`src/rtl/bus_arbiter_if.sv`:
```
// Shared-bus arbiter port bundle: four requester words and valids in,
// one granted word plus grant/status out.
interface bus_arbiter_if;
  logic [63:0] i_bus0;
  logic [63:0] i_bus1;
  logic [63:0] i_bus2;
  logic [63:0] i_bus3;
  logic [3:0]  i_vld;
  logic [3:0]  o_gnt;
  logic [63:0] o_bus;
  logic        o_bus_vld;
  logic        o_busy;
  logic [1:0]  o_owner;

  modport slave (
    input  i_bus0, i_bus1, i_bus2, i_bus3, i_vld,
    output o_gnt, o_bus, o_bus_vld, o_busy, o_owner
  );

  modport master (
    output i_bus0, i_bus1, i_bus2, i_bus3, i_vld,
    input  o_gnt, o_bus, o_bus_vld, o_busy, o_owner
  );
endinterface

```
`src/rtl/bus_arbiter.sv`:
```
// Four-port round-robin bus arbiter with interrupt priority. The winner's word
// is latched and held on the bus for reqCycles+1 cycles, followed by a turnaround.
module bus_arbiter_lane (
  input  logic [63:0] word,
  input  logic        vld,
  output logic        cand,
  output logic        irq
);
  assign cand = vld;
  assign irq  = vld & word[63];
endmodule

module bus_arbiter #(
  parameter int         NREQ       = 4,
  parameter logic [1:0] RR_INIT    = 2'd0,
  parameter int         TURNAROUND = 1
) (
  input  logic          clk,
  input  logic          rst,
  bus_arbiter_if.slave  bus
);
  typedef enum logic [1:0] {IDLE, GRANT, RELEASE} state_t;

  logic [NREQ-1:0][63:0] req_word;
  logic [NREQ-1:0]       cand, irq, pri;

  assign req_word[0] = bus.i_bus0;
  assign req_word[1] = bus.i_bus1;
  assign req_word[2] = bus.i_bus2;
  assign req_word[3] = bus.i_bus3;

  for (genvar n = 0; n < NREQ; n++) begin : g_lane
    bus_arbiter_lane u_lane (
      .word (req_word[n]),
      .vld  (bus.i_vld[n]),
      .cand (cand[n]),
      .irq  (irq[n])
    );
  end

  state_t          state, state_n;
  logic [NREQ-1:0] gnt, gnt_n;
  logic [63:0]     bus_q, bus_n;
  logic [1:0]      owner, owner_n;
  logic [1:0]      rr_ptr, rr_n;
  logic [2:0]      cnt, cnt_n;
  logic [1:0]      win, idx;
  logic            found;

  // Interrupt requests mask out normal ones; then scan from rr_ptr.
  assign pri = (|irq) ? irq : cand;

  always_comb begin
    win   = rr_ptr;
    idx   = rr_ptr;
    found = 1'b0;
    for (int k = 0; k < NREQ; k++) begin
      idx = rr_ptr + 2'(k);
      if (!found && pri[idx]) begin
        win   = idx;
        found = 1'b1;
      end
    end
  end

  always_comb begin
    state_n = state;
    gnt_n   = gnt;
    bus_n   = bus_q;
    owner_n = owner;
    rr_n    = rr_ptr;
    cnt_n   = cnt;
    case (state)
      IDLE: begin
        if (|cand) begin
          state_n = GRANT;
          gnt_n   = NREQ'(1) << win;
          bus_n   = req_word[win];
          owner_n = win;
          cnt_n   = req_word[win][62:60];
        end
      end
      GRANT: begin
        // Owner dropping valid aborts the window early.
        if (cnt == 3'd0 || !bus.i_vld[owner]) begin
          state_n = RELEASE;
          gnt_n   = '0;
          bus_n   = '0;
          rr_n    = owner + 2'd1;
          cnt_n   = 3'(TURNAROUND - 1);
        end else begin
          cnt_n = cnt - 3'd1;
        end
      end
      RELEASE: begin
        if (cnt == 3'd0) state_n = IDLE;
        else             cnt_n   = cnt - 3'd1;
      end
      default: state_n = IDLE;
    endcase
  end

  always_ff @(posedge clk) begin
    if (rst) begin
      state  <= IDLE;
      gnt    <= '0;
      bus_q  <= '0;
      owner  <= 2'd0;
      rr_ptr <= RR_INIT;
      cnt    <= 3'd0;
    end else begin
      state  <= state_n;
      gnt    <= gnt_n;
      bus_q  <= bus_n;
      owner  <= owner_n;
      rr_ptr <= rr_n;
      cnt    <= cnt_n;
    end
  end

  assign bus.o_gnt     = gnt;
  assign bus.o_bus     = bus_q;
  assign bus.o_bus_vld = |gnt;
  assign bus.o_busy    = (state != IDLE);
  assign bus.o_owner   = owner;
endmodule

```
`src/flat_wrapper.sv`:
```
// flat-port wrapper written by rule: the top's interface ports become plain ports
module bus_arbiter_flat 
#(
  parameter int         NREQ       = 4,
  parameter logic [1:0] RR_INIT    = 2'd0,
  parameter int         TURNAROUND = 1
)
  (clk, rst, bus_i_bus0, bus_i_bus1, bus_i_bus2, bus_i_bus3, bus_i_vld, bus_o_gnt, bus_o_bus, bus_o_bus_vld, bus_o_busy, bus_o_owner);
  bus_arbiter_if bus_i ();
  input  logic clk;
  input  logic rst;
  input wire logic [$bits(bus_i.i_bus0)-1:0] bus_i_bus0;
  input wire logic [$bits(bus_i.i_bus1)-1:0] bus_i_bus1;
  input wire logic [$bits(bus_i.i_bus2)-1:0] bus_i_bus2;
  input wire logic [$bits(bus_i.i_bus3)-1:0] bus_i_bus3;
  input wire logic [$bits(bus_i.i_vld)-1:0] bus_i_vld;
  output wire logic [$bits(bus_i.o_gnt)-1:0] bus_o_gnt;
  output wire logic [$bits(bus_i.o_bus)-1:0] bus_o_bus;
  output wire logic [$bits(bus_i.o_bus_vld)-1:0] bus_o_bus_vld;
  output wire logic [$bits(bus_i.o_busy)-1:0] bus_o_busy;
  output wire logic [$bits(bus_i.o_owner)-1:0] bus_o_owner;
  assign bus_i.i_bus0 = bus_i_bus0;
  assign bus_i.i_bus1 = bus_i_bus1;
  assign bus_i.i_bus2 = bus_i_bus2;
  assign bus_i.i_bus3 = bus_i_bus3;
  assign bus_i.i_vld = bus_i_vld;
  assign bus_o_gnt = bus_i.o_gnt;
  assign bus_o_bus = bus_i.o_bus;
  assign bus_o_bus_vld = bus_i.o_bus_vld;
  assign bus_o_busy = bus_i.o_busy;
  assign bus_o_owner = bus_i.o_owner;
  bus_arbiter #(.NREQ(NREQ), .RR_INIT(RR_INIT), .TURNAROUND(TURNAROUND)) u_core (.clk(clk), .rst(rst), .bus(bus_i));
endmodule
```
`config.mk`:
```
export PLATFORM = sky130hd
export DESIGN_NAME = bus_arbiter_flat
export DESIGN_NICKNAME = d
export VERILOG_FILES = /design/src/rtl/bus_arbiter_if.sv /design/src/rtl/bus_arbiter.sv /design/src/flat_wrapper.sv
export SDC_FILE = /design/constraint.sdc
export NUM_CORES = 1
export LEC_CHECK = 0
export BUFFER_PORTS_ARGS = -buffer_cell sky130_fd_sc_hd__buf_2
export CELL_PAD_IN_SITES_DETAIL_PLACEMENT = 0
export CELL_PAD_IN_SITES_GLOBAL_PLACEMENT = 1
export CORE_ASPECT_RATIO = 1.4
export CORE_UTILIZATION = 31
export CTS_CLUSTER_DIAMETER = 200
export CTS_CLUSTER_SIZE = 30
export DETAILED_ROUTE_END_ITERATION = 12
export GPL_TIMING_DRIVEN = 0
export PLACE_DENSITY = 0.9
export SLEW_MARGIN = 5
export SYNTH_ARGS = -nofsm -noshare
export SYNTH_HDL_FRONTEND = slang
export SYNTH_HIERARCHICAL = 1
export SYNTH_SLANG_ARGS = --single-unit
```
`constraint.sdc`:
```
create_clock -name clk -period 2.83 [get_ports clk]
set_clock_uncertainty 0.1 [all_clocks]
set_input_delay 0.283 -clock clk [delete_from_list [all_inputs] [get_ports clk]]
set_output_delay 0.283 -clock clk [all_outputs]
set_load 0.02 [all_outputs]
```
==> results.toml <==
[synth]
synth_top_area_share = 0.284
synth_cells = 576
synth_commonest_cells = "a221o_1, dfxtp_1, and3_1"
synth_warnings = 6
synth_seq_cells = 77
ys_seq_area_frac = 0.284
synth_area_leader_cell = "dfxtp_1"
syn-num-nets = 843
ys.flop_type = "dfxtp_1"
synth-edff-count = 0
yosysMostFrequentCell = "a221o_1"
async_reset_ff_frac = 0
synth_cell_type_count = 65
syn_avg_cell_area_sq_um = 9.41
synth_top_cells_by_area = "dfxtp_1, a221o_1, and3_1"
synth_area_sq_um = 5420

[pwr]
leakagePower_uw = 0.00380
p_per_area_nw_per_um2 = 886
power_uw = 6900
p_sw_uw = 3100
seqPwrFrac = 0.273
swShare = 0.450
peakVddDrop_v = 0.000344
p_comb_frac = 0.554
cell_internal_pwr_uw = 3800
p_clk_frac = 0.172

[global_routing]
antenna_found_initial = 1
grt_max_degree = 14
grt_usage = 0.260
grt_pass1_wl_microns = 36100
overflow = 0
grt_pass1_vias = 6877

[routing]
antenna_left = 0
first_iter_violations = 533
wl_per_cell_microns = 21.3
drt-vias-per-instance = 5.96
vias = 6910
firstDrtPassIters = 5
drt_drc_violations_left = 0
wirelength_microns = 24700

[critical_path]
worstSetupPathType = "reg -> reg"
worstSetupStartpointType = "register"
cp_max_fo = 10
cpLargestDelayFamily = "compound AO/OA/AOI/OAI gates"
path_common_cell = "a221o_1"
crit_path_cell_trace = "mux4_2 -> nand3_2 -> a31oi_4 -> buf_6 -> clkbuf_8 -> a221o_1 -> a221o_1 -> a221o_1"
arrival_ps = 2910
crit_required_ps = 2960
crit_start = "u_core/bus.o_owner[0]"
slowest_stage = "mux4_2"
r2r-start = "u_core/bus.o_owner[0]"
critPathMaxStageDelay_ps = 590
cp.buffers_inverters = 2
worst_setup_path_end_kind = "register"

[floorplan]
die_x_microns = 114
start_util = 0.320
die_height_microns = 158
core_sq_um = 17000
num_io_pins = 334
fp.dieArea_sq_um = 18000
num_rows = 56

[cells_and_area]
drive_above_1_share = 0.479
final_cells = 1159
fin_nets = 1189
fin_util = 0.459
diodes = 0
area_delta_synth_final_pct = 43.6

[clock_network]
clk_latency_ps = 330
cts_max_level = 3
cts.root.buffer_cell = "clkbuf_16"
clk_pin_slew_ps = 70
cts_sinks = 77
numCtsBuffers = 9
cts_tree = "yes"
postCtsHoldBufs = 0
cts_max_path_buffers = 2

[hold_path]
hold_start = "bus_i_bus0[41]"
worstHoldPathType = "in -> reg"

[placement]
place.gp.congestion = 0.904
dp_hpwl_microns = 19200
io_buffers = 333
dp.cells = 1141

[timing]
relSlewSlack = 0.347
maxSlewViolCount = 0
fin_setup_tns_ps = 0
setup_viol = 0
period_share = 0.982
final_hold_viol_count = 0
fmax_mhz = 360
grt_setup_unrepaired = "false"
worstMarginPinSlew_ps = 980
fin_crit_ps = 2780

[run_status]
outcome = "complete, no violations"

[job]
drv_cap = 0
logic make-up after synthesis:
logic type / count (synthesis) / share of synthesized area
buf+inv: 74 / 0.0787
xor+xnor: 1 / 0.00162
flops: 77 / 0.284
simple gates: 159 / 0.169
compound gates: 256 / 0.445
fa+ha+maj: 5 / 0.0115
mux: 4 / 0.00969
cell usage in the layout (no fill, tap or decap), drive strengths merged, types with 5 or more instances in the layout:
master	synthesis	routed
a211oi	5	5
a21oi	17	17
a221o	127	127
a221oi	24	24
a22oi	23	23
a32o	18	18
a32oi	5	5
and2	6	6
and3	46	46
buf	33	369
clkbuf	31	41
dfxtp	77	77
ha	5	5
inv	10	10
nand2	32	32
nand2b	5	5
nand3	21	21
nor2	19	19
nor3	5	5
o211ai	8	8
o21ai	9	9
or2	7	7
path summary, 6_finish.rpt:
path	slack [ps]	depth (start not counted)	to
worst min register to register	390	2	u_core/bus.o_bus[62]
worst max register to register	50	8	u_core/bus.o_bus[21]
worst min-delay path	40	3	u_core/bus.o_bus[41]
worst max-delay path	50	8	u_core/bus.o_bus[21]
tightest hold or removal path, delay by kind of cell:
kind / cells / cell delay (ps)
and+or+nand+nor: 2 / 90
buffers and inverters: 1 / 70
timing repair:
| item | 4_1_cts | 5_1_grt |
|---|---|---|
| pin swaps | 1 | 3 |
| gates resized for setup | 11 | 26 |
| setup buffers | 3 | 0 |
| setup endpoints to repair | 60 | 60 |
| gates cloned | 0 | 0 |
area by class of cell:
cell class | count | area [sq um]
Clock inverter | 5 | 61.3
Inverter | 10 | 37.5
Sequential cell | 77 | 1540
Fill cell | 1800 | 9170
Buffer | 63 | 408
Clock buffer | 11 | 233
Timing Repair Buffer | 336 | 1690
Multi-Input combinational cell | 425 | 3530
Tap cell | 232 | 290
flip-flops by register name (all words and copies together) (netlist names):
register	flops
u_core/bus.o_gnt	4
u_core/rr_ptr	2
u_core/state	2
u_core/bus.o_owner	2
u_core/cnt	3
u_core/bus.o_bus	64
routing by layer:
layer  GRT usage  routed length, microns
met2       0.483                   12900
met4       0.118                     839
met1       0.281                    8930
met5           0                       9
met3      0.0563                    2020
stage by stage:
step | worst slack [ps] | cell area (sq um) | hold WS (ps)
2_1_floorplan | 212 | 5420 | 292
3_3_place_gp | -557 | 7380 | 364
3_5_place_dp | -554 | 7380 | 378
4_1_cts | 1.58 | 7730 | 25.7
5_1_grt | 0.322 | 7790 | 37.8
6_report | 49.6 | 7790 | 38.7
power by group through the flow:
stage	combinational, uW	clock [uW]	sequential, uW
6_report	3820	1190	1890
5_1_grt	4090	1260	1930
4_1_cts	3780	1220	1880
3_5_place_dp	3740	0	1890
3_3_place_gp	3720	0	1890
2_1_floorplan	1890	0	2410
Power figures use the tool's default switching activity.
